[src/rtl/trigger_monitor.sv]
// ============================================================================
// Module   : trigger_monitor
// Purpose  : Receive-side checker for the periodic active-low trigger. It
//            measures the trigger period, locks after repeated correct
//            periods and raises sticky errors.
//            Optional define TRIG_MON_TIMEOUT_EN adds a missing-pulse timeout.
// Revision : 1.0  initial release
// ============================================================================
`default_nettype none

module trigger_monitor #(
    parameter int N        = 2,
    parameter int CNT_W    = 8,
    parameter int LOCK_CNT = 4
) (
    input  logic             clk,
    input  logic             rst,
    input  logic             trigger,
    input  logic             nul,
    output logic             pulse,
    output logic [CNT_W-1:0] period,
    output logic             period_valid,
    output logic             locked,
    output logic             err,
    output logic             miss
);

    localparam logic [1:0] S_IDLE   = 2'd0;
    localparam logic [1:0] S_ACQ    = 2'd1;
    localparam logic [1:0] S_LOCKED = 2'd2;
    localparam logic [1:0] S_ERR    = 2'd3;

    localparam logic [CNT_W-1:0] C_MAX  = {CNT_W{1'b1}};
    localparam logic [CNT_W-1:0] C_ONE  = {{(CNT_W-1){1'b0}}, 1'b1};
    localparam logic [CNT_W-1:0] C_N    = N[CNT_W-1:0];
    localparam logic [3:0]       C_LOCK = LOCK_CNT[3:0];

`ifdef TRIG_MON_TIMEOUT_EN
    localparam int               C_TO_INT  = ((2 * N - 1) > ((2 ** CNT_W) - 1)) ?
                                             ((2 ** CNT_W) - 1) : (2 * N - 1);
    localparam logic [CNT_W-1:0] C_TIMEOUT = C_TO_INT[CNT_W-1:0];
    logic                        w_timeout;
    logic                        r_miss;
`endif

    logic             r_trig_q;
    logic [CNT_W-1:0] r_gap_cnt;
    logic [3:0]       r_match_cnt;
    logic [1:0]       r_state;
    logic             r_pulse;
    logic [CNT_W-1:0] r_period;
    logic             r_period_valid;
    logic             r_locked;
    logic             r_err;

    logic             w_low;
    logic [CNT_W-1:0] w_meas;
    logic             w_period_ok;
    logic [3:0]       w_inc_match;
    logic [1:0]       w_next_state;
    logic [3:0]       w_next_match;
    logic             w_set_err;
    logic [CNT_W-1:0] w_next_gap;

    always_comb begin
        w_low        = ~r_trig_q;
        // A saturated measurement can never equal N, so it always mismatches.
        w_meas       = (r_gap_cnt == C_MAX) ? C_MAX : (r_gap_cnt + C_ONE);
        w_period_ok  = (w_meas == C_N);
        w_inc_match  = r_match_cnt + 4'd1;
        w_next_gap   = w_low ? '0 : ((r_gap_cnt == C_MAX) ? C_MAX : (r_gap_cnt + C_ONE));
        w_next_state = r_state;
        w_next_match = r_match_cnt;
        w_set_err    = 1'b0;
`ifdef TRIG_MON_TIMEOUT_EN
        w_timeout    = 1'b0;
`endif
        if (w_low) begin
            case (r_state)
                S_IDLE: begin
                    w_next_state = S_ACQ;
                    w_next_match = 4'd0;
                end
                S_ACQ, S_ERR: begin
                    if (w_period_ok) begin
                        w_next_match = w_inc_match;
                        if (w_inc_match == C_LOCK) begin
                            w_next_state = S_LOCKED;
                        end
                    end else begin
                        w_next_match = 4'd0;
                    end
                end
                S_LOCKED: begin
                    if (!w_period_ok) begin
                        w_next_state = S_ERR;
                        w_next_match = 4'd0;
                        w_set_err    = 1'b1;
                    end
                end
                default: begin
                    w_next_state = S_IDLE;
                    w_next_match = 4'd0;
                end
            endcase
        end
`ifdef TRIG_MON_TIMEOUT_EN
        else if ((r_state == S_LOCKED) && (r_gap_cnt == C_TIMEOUT)) begin
            w_timeout    = 1'b1;
            w_next_state = S_ERR;
            w_next_match = 4'd0;
            w_set_err    = 1'b1;
        end
`endif
    end

    always_ff @(posedge clk) begin
        if (rst) begin
            r_trig_q       <= 1'b1;
            r_gap_cnt      <= '0;
            r_match_cnt    <= 4'd0;
            r_state        <= S_IDLE;
            r_pulse        <= 1'b0;
            r_period       <= '0;
            r_period_valid <= 1'b0;
            r_locked       <= 1'b0;
            r_err          <= 1'b0;
        end else begin
            r_trig_q <= trigger;
            // Restart discards any coincident low sample; period is kept.
            if (!nul) begin
                r_gap_cnt      <= '0;
                r_match_cnt    <= 4'd0;
                r_state        <= S_IDLE;
                r_pulse        <= 1'b0;
                r_period_valid <= 1'b0;
                r_locked       <= 1'b0;
                r_err          <= 1'b0;
            end else begin
                r_gap_cnt      <= w_next_gap;
                r_match_cnt    <= w_next_match;
                r_state        <= w_next_state;
                r_pulse        <= w_low;
                r_period_valid <= w_low && (r_state != S_IDLE);
                r_locked       <= (w_next_state == S_LOCKED);
                if (w_low && (r_state != S_IDLE)) begin
                    r_period <= w_meas;
                end
                if (w_set_err) begin
                    r_err <= 1'b1;
                end
            end
        end
    end

`ifdef TRIG_MON_TIMEOUT_EN
    always_ff @(posedge clk) begin
        if (rst || !nul) begin
            r_miss <= 1'b0;
        end else begin
            r_miss <= w_timeout;
        end
    end
    assign miss = r_miss;
`else
    assign miss = 1'b0;
`endif

    assign pulse        = r_pulse;
    assign period       = r_period;
    assign period_valid = r_period_valid;
    assign locked       = r_locked;
    assign err          = r_err;

endmodule

`default_nettype wire
[config.mk]
export PLATFORM = sky130hd
export DESIGN_NAME = trigger_monitor
export DESIGN_NICKNAME = d
export VERILOG_FILES = /design/src/rtl/trigger_monitor.sv
export SDC_FILE = /design/constraint.sdc
export NUM_CORES = 1
export LEC_CHECK = 0
export ABC_AREA = 0
export BUFFER_PORTS_ARGS = -buffer_cell sky130_fd_sc_hd__buf_2
export CAP_MARGIN = 20
export CORE_MARGIN = 5
export CORE_UTILIZATION = 63
export CTS_BUF_LIST = sky130_fd_sc_hd__clkbuf_4 sky130_fd_sc_hd__clkbuf_8
export DETAILED_ROUTE_END_ITERATION = 16
export PLACE_DENSITY = 0.86
export SLEW_MARGIN = 20
export SYNTH_ARGS = -nofsm -noshare
export SYNTH_HDL_FRONTEND = slang
export SYNTH_SLANG_ARGS = --single-unit
[constraint.sdc]
create_clock -name clk -period 4.24 [get_ports clk]
set_clock_uncertainty 0.2 [all_clocks]
set_input_delay 0.424 -clock clk [delete_from_list [all_inputs] [get_ports clk]]
set_output_delay 0.424 -clock clk [all_outputs]
set_load 0.02 [all_outputs]
==> results of run 1 <==
==> report_power, final <==
group | internal [mW] | leakage (nW) | switching (mW)
clock | 0.0353 | 0.0177 | 0.0732
combinational | 0.00602 | 0.298 | 0.0122
sequential | 0.256 | 0.218 | 0.00310
total | 0.297 | 0.534 | 0.0885
==> state kept, by name, summed over array words and instances, names as in the netlist <==
signal and cells:
err 1, locked 1, period 8, period_valid 1
r_state 2, r_match_cnt 4, pulse 1, r_gap_cnt 8
r_trig_q 1
==> critical path: cells and delay by family (launching register included) <==
family                     cells  cell delay [ps]
AOI/OAI and AO/OA              2              330
adders and majority gates      1              320
DFF                            1              440
and+or+nand+nor                2              600
==> routing by layer <==
layer | vias to the layer above | track usage | share of wire
li1 | 514 | - | -
met1 | 487 | 0.266 | 0.46
met2 | 39 | 0.297 | 0.44
met3 | 6 | 0.0463 | 0.083
met4 | 0 | 0.0830 | 0.015
met5 | - | 0 | 0
==> per-stage QoR <==
step / instance area [um^2] / std cells
6_report: 1350 / 174
5_1_grt: 1350 / 174
4_1_cts: 1350 / 174
3_5_place_dp: 1320 / 170
3_3_place_gp: 1320 / 170
2_1_floorplan: 1240 / 133
==> area by class of cell <==
| type | count | area share |
|---|---|---|
| Timing Repair Buffer | 15 | 0.0557 |
| Tap cell | 27 | 0.0251 |
| Sequential cell | 27 | 0.401 |
| Inverter | 4 | 0.0111 |
| Clock inverter | 1 | 0.00371 |
| Multi-Input combinational cell | 97 | 0.487 |
| Clock buffer | 3 | 0.0167 |
==> kinds of logic (layout without fill, tap and decap cells) <==
| group | Yosys count | count (layout) | synth area share |
|---|---|---|---|
| adders and majority gates | 2 | 2 | 0.0202 |
| and+or+nand+nor | 56 | 56 | 0.238 |
| other | 1 | 1 | 0.00302 |
| AOI/OAI and AO/OA | 34 | 34 | 0.238 |
| buffers and inverters | 9 | 23 | 0.0353 |
| DFF | 27 | 27 | 0.436 |
| muxes | 1 | 1 | 0.00807 |
| xor gates and xnor gates | 3 | 3 | 0.0212 |
==> worst paths after layout <==
kind / startpoint / endpoint / slack [ps] / cells after the start
worst max-delay path: r_gap_cnt[0]$_SDFF_PP0_ / r_match_cnt[2]$_SDFFE_PP0P_ / 2290 / 5
worst min-delay path: trigger / r_trig_q$_SDFF_PP1_ / 120 / 2
worst max register to register: r_gap_cnt[0]$_SDFF_PP0_ / r_match_cnt[2]$_SDFFE_PP0P_ / 2290 / 5
worst min register to register: period[6]$_SDFFE_PP0P_ / period[6]$_SDFFE_PP0P_ / 260 / 2
==> layout by cell type, fill, tap and decap left out, types with 2 or more instances in the layout <==
cell      netlist  layout
a211oi_1        4       4
a21o_1          2       2
a21oi_1         5       5
buf_2           2      15
clkbuf_4        0       3
dfxtp_1        27      27
ha_1            2       2
inv_1           4       4
nand2_1        11      11
nand3_1         5       5
nand4_1         2       2
nor2_1         21      21
nor3_1          2       2
o2111a_1        2       2
o211a_1         2       2
o211ai_1        3       3
o21a_1          2       2
o21ai_0         2       2
or2_2           2       2
or3_1           2       2
xnor2_1         2       2
==> impl_metrics.json, run 1 <==
{
  "gr-total-overflow": 0,
  "cts_htree_levels": 1,
  "postRouteWirelength_mm": 2.45,
  "drv_slew": 0,
  "ys_top_cells_by_count": "dfxtp_1, nor2_1, nand2_1",
  "crit_path_end_kind": "register",
  "grt_max_degree": 16,
  "setup_viol": 0,
  "netlist_area_mm2": 0.00124,
  "cp_slowest_stage_delay_ps": 440,
  "die_h_um": 54.4,
  "vias": 1046,
  "p_per_area_mw_per_mm2": 286,
  "pre_cts_ws_ps": 2360,
  "cp.required_ps": 4310,
  "cts_setup_buffers": 0,
  "vdd_drop_max_mv": 0.204,
  "drv_cap": 0,
  "worstPathArrival_ps": 2010,
  "clockRootBuffer": "clkbuf_4",
  "cts_resized": 0,
  "rsz0062_at_grt": "no",
  "leakage_nw": 0.534,
  "path_class": "register to register",
  "core-area_mm2": 0.00192,
  "yosys.area.top_type_share": 0.436,
  "cts_tree": "done",
  "fin_setup_tns_ps": 0,
  "seqCellArea_um2": 541,
  "yosys_warnings": 0,
  "fillCellCount": 159,
  "gr-usage-all-layers": 0.196,
  "total_power_mw": 0.386,
  "antenna_found_initial": 0,
  "gp_congestion": 0.896,
  "start_util": 0.645,
  "outcome": "completed",
  "ys_dominant_reg_cell": "dfxtp_1",
  "postCtsHoldBufs": 0,
  "fmax_mhz": 514,
  "ant_nets": 0,
  "whs_ps": 121,
  "n_antenna_cell": 0,
  "clockBufferDepth": 2,
  "hold_path.class": "input port to register",
  "synth_cells": 133,
  "die_x_um": 54.4,
  "portBuffers": 15,
  "synth_top_cell_by_area": "dfxtp_1",
  "grt_pass1_wl_mm": 4.18,
  "synth.most_common_cell": "dfxtp_1",
  "multi_input_comb_area_um2": 656,
  "synth.distinct_cells": 48,
  "ios": 17,
  "synth_area_leaders": "dfxtp_1, nor2_1, nand2_1",
  "worst_slack_ps": 2290,
  "dpl.hpwl_mm": 1.89,
  "synth_seq_area_share": 0.436,
  "num_rows": 16,
  "postSynthAreaPerCell_um2": 9.32,
  "min_period_ps": 1950,
  "ys_ff_latch": 27,
  "drive_gt1_frac": 0.204,
  "first_pass_iters": 5,
  "fin_util": 0.701,
  "viasPerCell": 6.01,
  "synth.net_count": 139,
  "area_delta_synth_final_pct": 8.68,
  "critPathMaxFanout": 6,
  "ys_async_sr_fraction": 0,
  "cts_sinks": 27,
  "clk_pin_slew_worst_paths_ps": 150,
  "die-area_mm2": 0.00296,
  "worstSkewPairLatency_ps": 330,
  "startpoint_type": "register",
  "synth_edf_count": 0,
  "grt_pass1_vias": 935,
  "drc_errors": 0,
  "critPathSlowestCell": "dfxtp_1",
  "first_iter_violations": 48,
  "min_period_over_period": 0.459,
  "nets": 154,
  "hold_viol_final": 0,
  "wl_per_cell_um": 14.1,
  "cts_buffers": 3,
  "path_cells": "ha_1 > and3b_4 > o2111ai_2 > nor4b_1 > a211o_1"
}
(Power assumes the default switching activity.)
==> inputs of run 2 (changes only) <==
--- a/config.mk
+++ b/config.mk
@@ -9,10 +9,10 @@
 export BUFFER_PORTS_ARGS = -buffer_cell sky130_fd_sc_hd__buf_2
 export CAP_MARGIN = 20
 export CORE_MARGIN = 5
-export CORE_UTILIZATION = 63
+export CORE_UTILIZATION = 52
 export CTS_BUF_LIST = sky130_fd_sc_hd__clkbuf_4 sky130_fd_sc_hd__clkbuf_8
 export DETAILED_ROUTE_END_ITERATION = 16
-export PLACE_DENSITY = 0.86
+export PLACE_DENSITY = 0.76
 export SLEW_MARGIN = 20
 export SYNTH_ARGS = -nofsm -noshare
 export SYNTH_HDL_FRONTEND = slang
==> constraint.sdc (replaced) <==
create_clock -name clk -period 1.7 [get_ports clk]
set_clock_uncertainty 0.2 [all_clocks]
set_input_delay 0.17 -clock clk [delete_from_list [all_inputs] [get_ports clk]]
set_output_delay 0.17 -clock clk [all_outputs]
set_load 0.02 [all_outputs]
==> impl_metrics.json, run 2 (same netlist as run 1, synthesis figures left out) <==
{
  "outcome": "finished with violations",
  "violations": "negative setup slack",
  "startpoint_type": "register",
  "die_h_um": 58.8,
  "ant_nets": 0,
  "clockRootBuffer": "clkbuf_4",
  "fin_setup_tns_ps": -90.8,
  "p_comb_frac": 0.080,
  "clockBufferDepth": 2,
  "rrSetupSlack_ps": -40,
  "p_per_area_mw_per_mm2": 633,
  "crit_cells": 6,
  "critPathSlowestCell": "dfxtp_2",
  "leakage_nw": 0.613,
  "gp_congestion": 0.899,
  "start_util": 0.550,
  "drv_cap": 0,
  "pwr-share-clk": 0.279,
  "viasPerCell": 5.96,
  "r2r_start": "r_gap_cnt[0]$_SDFF_PP0_",
  "grt_max_degree": 17,
  "die_x_um": 58.8,
  "total_power_mw": 1.01,
  "hold_path_end": "r_state[0]$_SDFF_PP0_",
  "fin_util": 0.704,
  "first_pass_iters": 4,
  "first_iter_violations": 49,
  "n_antenna_cell": 0,
  "postLayoutCellArea_mm2": 0.00159,
  "worstPathArrival_ps": 1770,
  "min_period_ps": 1740,
  "path_cells": "ha_4 > nor2_1 > buf_4 > o211ai_4 > o31ai_4 > a211o_1",
  "path_buf_inv": 1,
  "place_area_mm2": 0.00139,
  "path_class": "register to register",
  "vias": 1138,
  "hold_viol_final": 0,
  "num_rows": 17,
  "gr-total-overflow": 0,
  "critPathMaxFanout": 5,
  "area_delta_synth_final_pct": 28.1,
  "final_common_cell": "dfxtp_1",
  "cts_sinks": 27,
  "postRouteWirelength_mm": 3.19,
  "cp_slowest_stage_delay_ps": 390,
  "dpl.hpwl_mm": 2.17,
  "hold_path.class": "input port to register",
  "clk_pin_slew_worst_paths_ps": 150,
  "rsz0062_at_grt": "yes",
  "wl_per_cell_um": 16.7,
  "nets": 170,
  "gr-usage-all-layers": 0.192,
  "ios": 17,
  "min_from": "rst",
  "cts_buffers": 3,
  "numPlacedInstances": 180,
  "setup_viol": 4,
  "fmax_mhz": 574,
  "cp.required_ps": 1730,
  "drc_errors": 0,
  "whs_path_depth": 4,
  "antenna_found_initial": 0,
  "worstSkewPairLatency_ps": 340,
  "worst_slack_ps": -41.4,
  "switchingPower_mw": 0.241,
  "r2r-end": "r_match_cnt[2]$_SDFFE_PP0P_",
  "crit_path_end_kind": "register",
  "cts_htree_levels": 1,
  "reg2reg_depth": 6,
  "min_period_over_period": 1.02,
  "die-area_mm2": 0.00346,
  "most-common-layout-cells": "dfxtp_1, nor2_1, buf_2",
  "netSwitchingFraction": 0.240,
  "drive_gt1_frac": 0.350,
  "seqPwrFrac": 0.641,
  "vdd_drop_max_mv": 0.553,
  "grt_pass1_wl_mm": 5.06,
  "internal_power_mw": 0.764,
  "drv_slew": 0,
  "crit_family": "compound AO/OA/AOI/OAI gates",
  "grt_pass1_vias": 1090,
  "cts_tree": "done",
  "portBuffers": 15,
  "final_cells": 191,
  "core-area_mm2": 0.00225
}
[run 2: worst max path at each step]
stage / start / end
2_1_floorplan: r_gap_cnt[0]$_SDFF_PP0_ / r_state[0]$_SDFF_PP0_
3_3_place_gp: r_gap_cnt[1]$_SDFF_PP0_ / r_match_cnt[1]$_SDFFE_PP0P_
3_5_place_dp: r_gap_cnt[1]$_SDFF_PP0_ / r_match_cnt[2]$_SDFFE_PP0P_
4_1_cts: r_gap_cnt[0]$_SDFF_PP0_ / r_match_cnt[2]$_SDFFE_PP0P_
5_1_grt: r_gap_cnt[0]$_SDFF_PP0_ / r_match_cnt[2]$_SDFFE_PP0P_
6_report: r_gap_cnt[0]$_SDFF_PP0_ / r_match_cnt[2]$_SDFFE_PP0P_
[run 2: final cells by class]
type,count,area [um^2]
repair buffers,31,209
multi-input cells,97,754
clock buffers,3,22.5
fillers,175,667
flip-flops and latches,27,544
inverters,4,15.0
well taps,28,35.0
clock inverters,1,7.51
[run 2: tightest hold or removal path: cells and delay by family]
family / cells / cell delay [ps]
AO/OA/AOI/OAI: 1 / 110
buffers and inverters: 2 / 280
AND/OR/NAND/NOR: 1 / 70
[run 2: layer usage]
metal	up-vias	global-route usage	share of wire
met5	-	0	0
met4	0	0.0777	0.036
met3	14	0.0351	0.072
met2	52	0.330	0.49
met1	526	0.233	0.40
li1	546	-	-
[run 2: metrics by stage]
step / hold slack, ps / setup WS, ps
finish: 118 / -41.4
global route: 109 / -81.7
CTS: 90.3 / -91.2
detailed placement: 160 / -156
global placement: 154 / -16.0
floorplan: 73.8 / -6.99
[run 2: power by group through the flow]
| stage | logic (mW) | clock network [mW] | registers (mW) |
|---|---|---|---|
| finish | 0.0801 | 0.281 | 0.644 |
| global route | 0.0846 | 0.317 | 0.645 |
| CTS | 0.0748 | 0.293 | 0.644 |
| detailed placement | 0.0617 | 0 | 0.657 |
| global placement | 0.0587 | 0 | 0.656 |
| floorplan | 0.0359 | 0 | 0.659 |
[run 2: repair_timing]
item                       CTS  global route
gates resized for setup     10            11
setup buffers                2             1
pin swaps                    7             4
setup endpoints to repair   12            15
hold endpoints to repair     9             0
hold buffers                 4             0
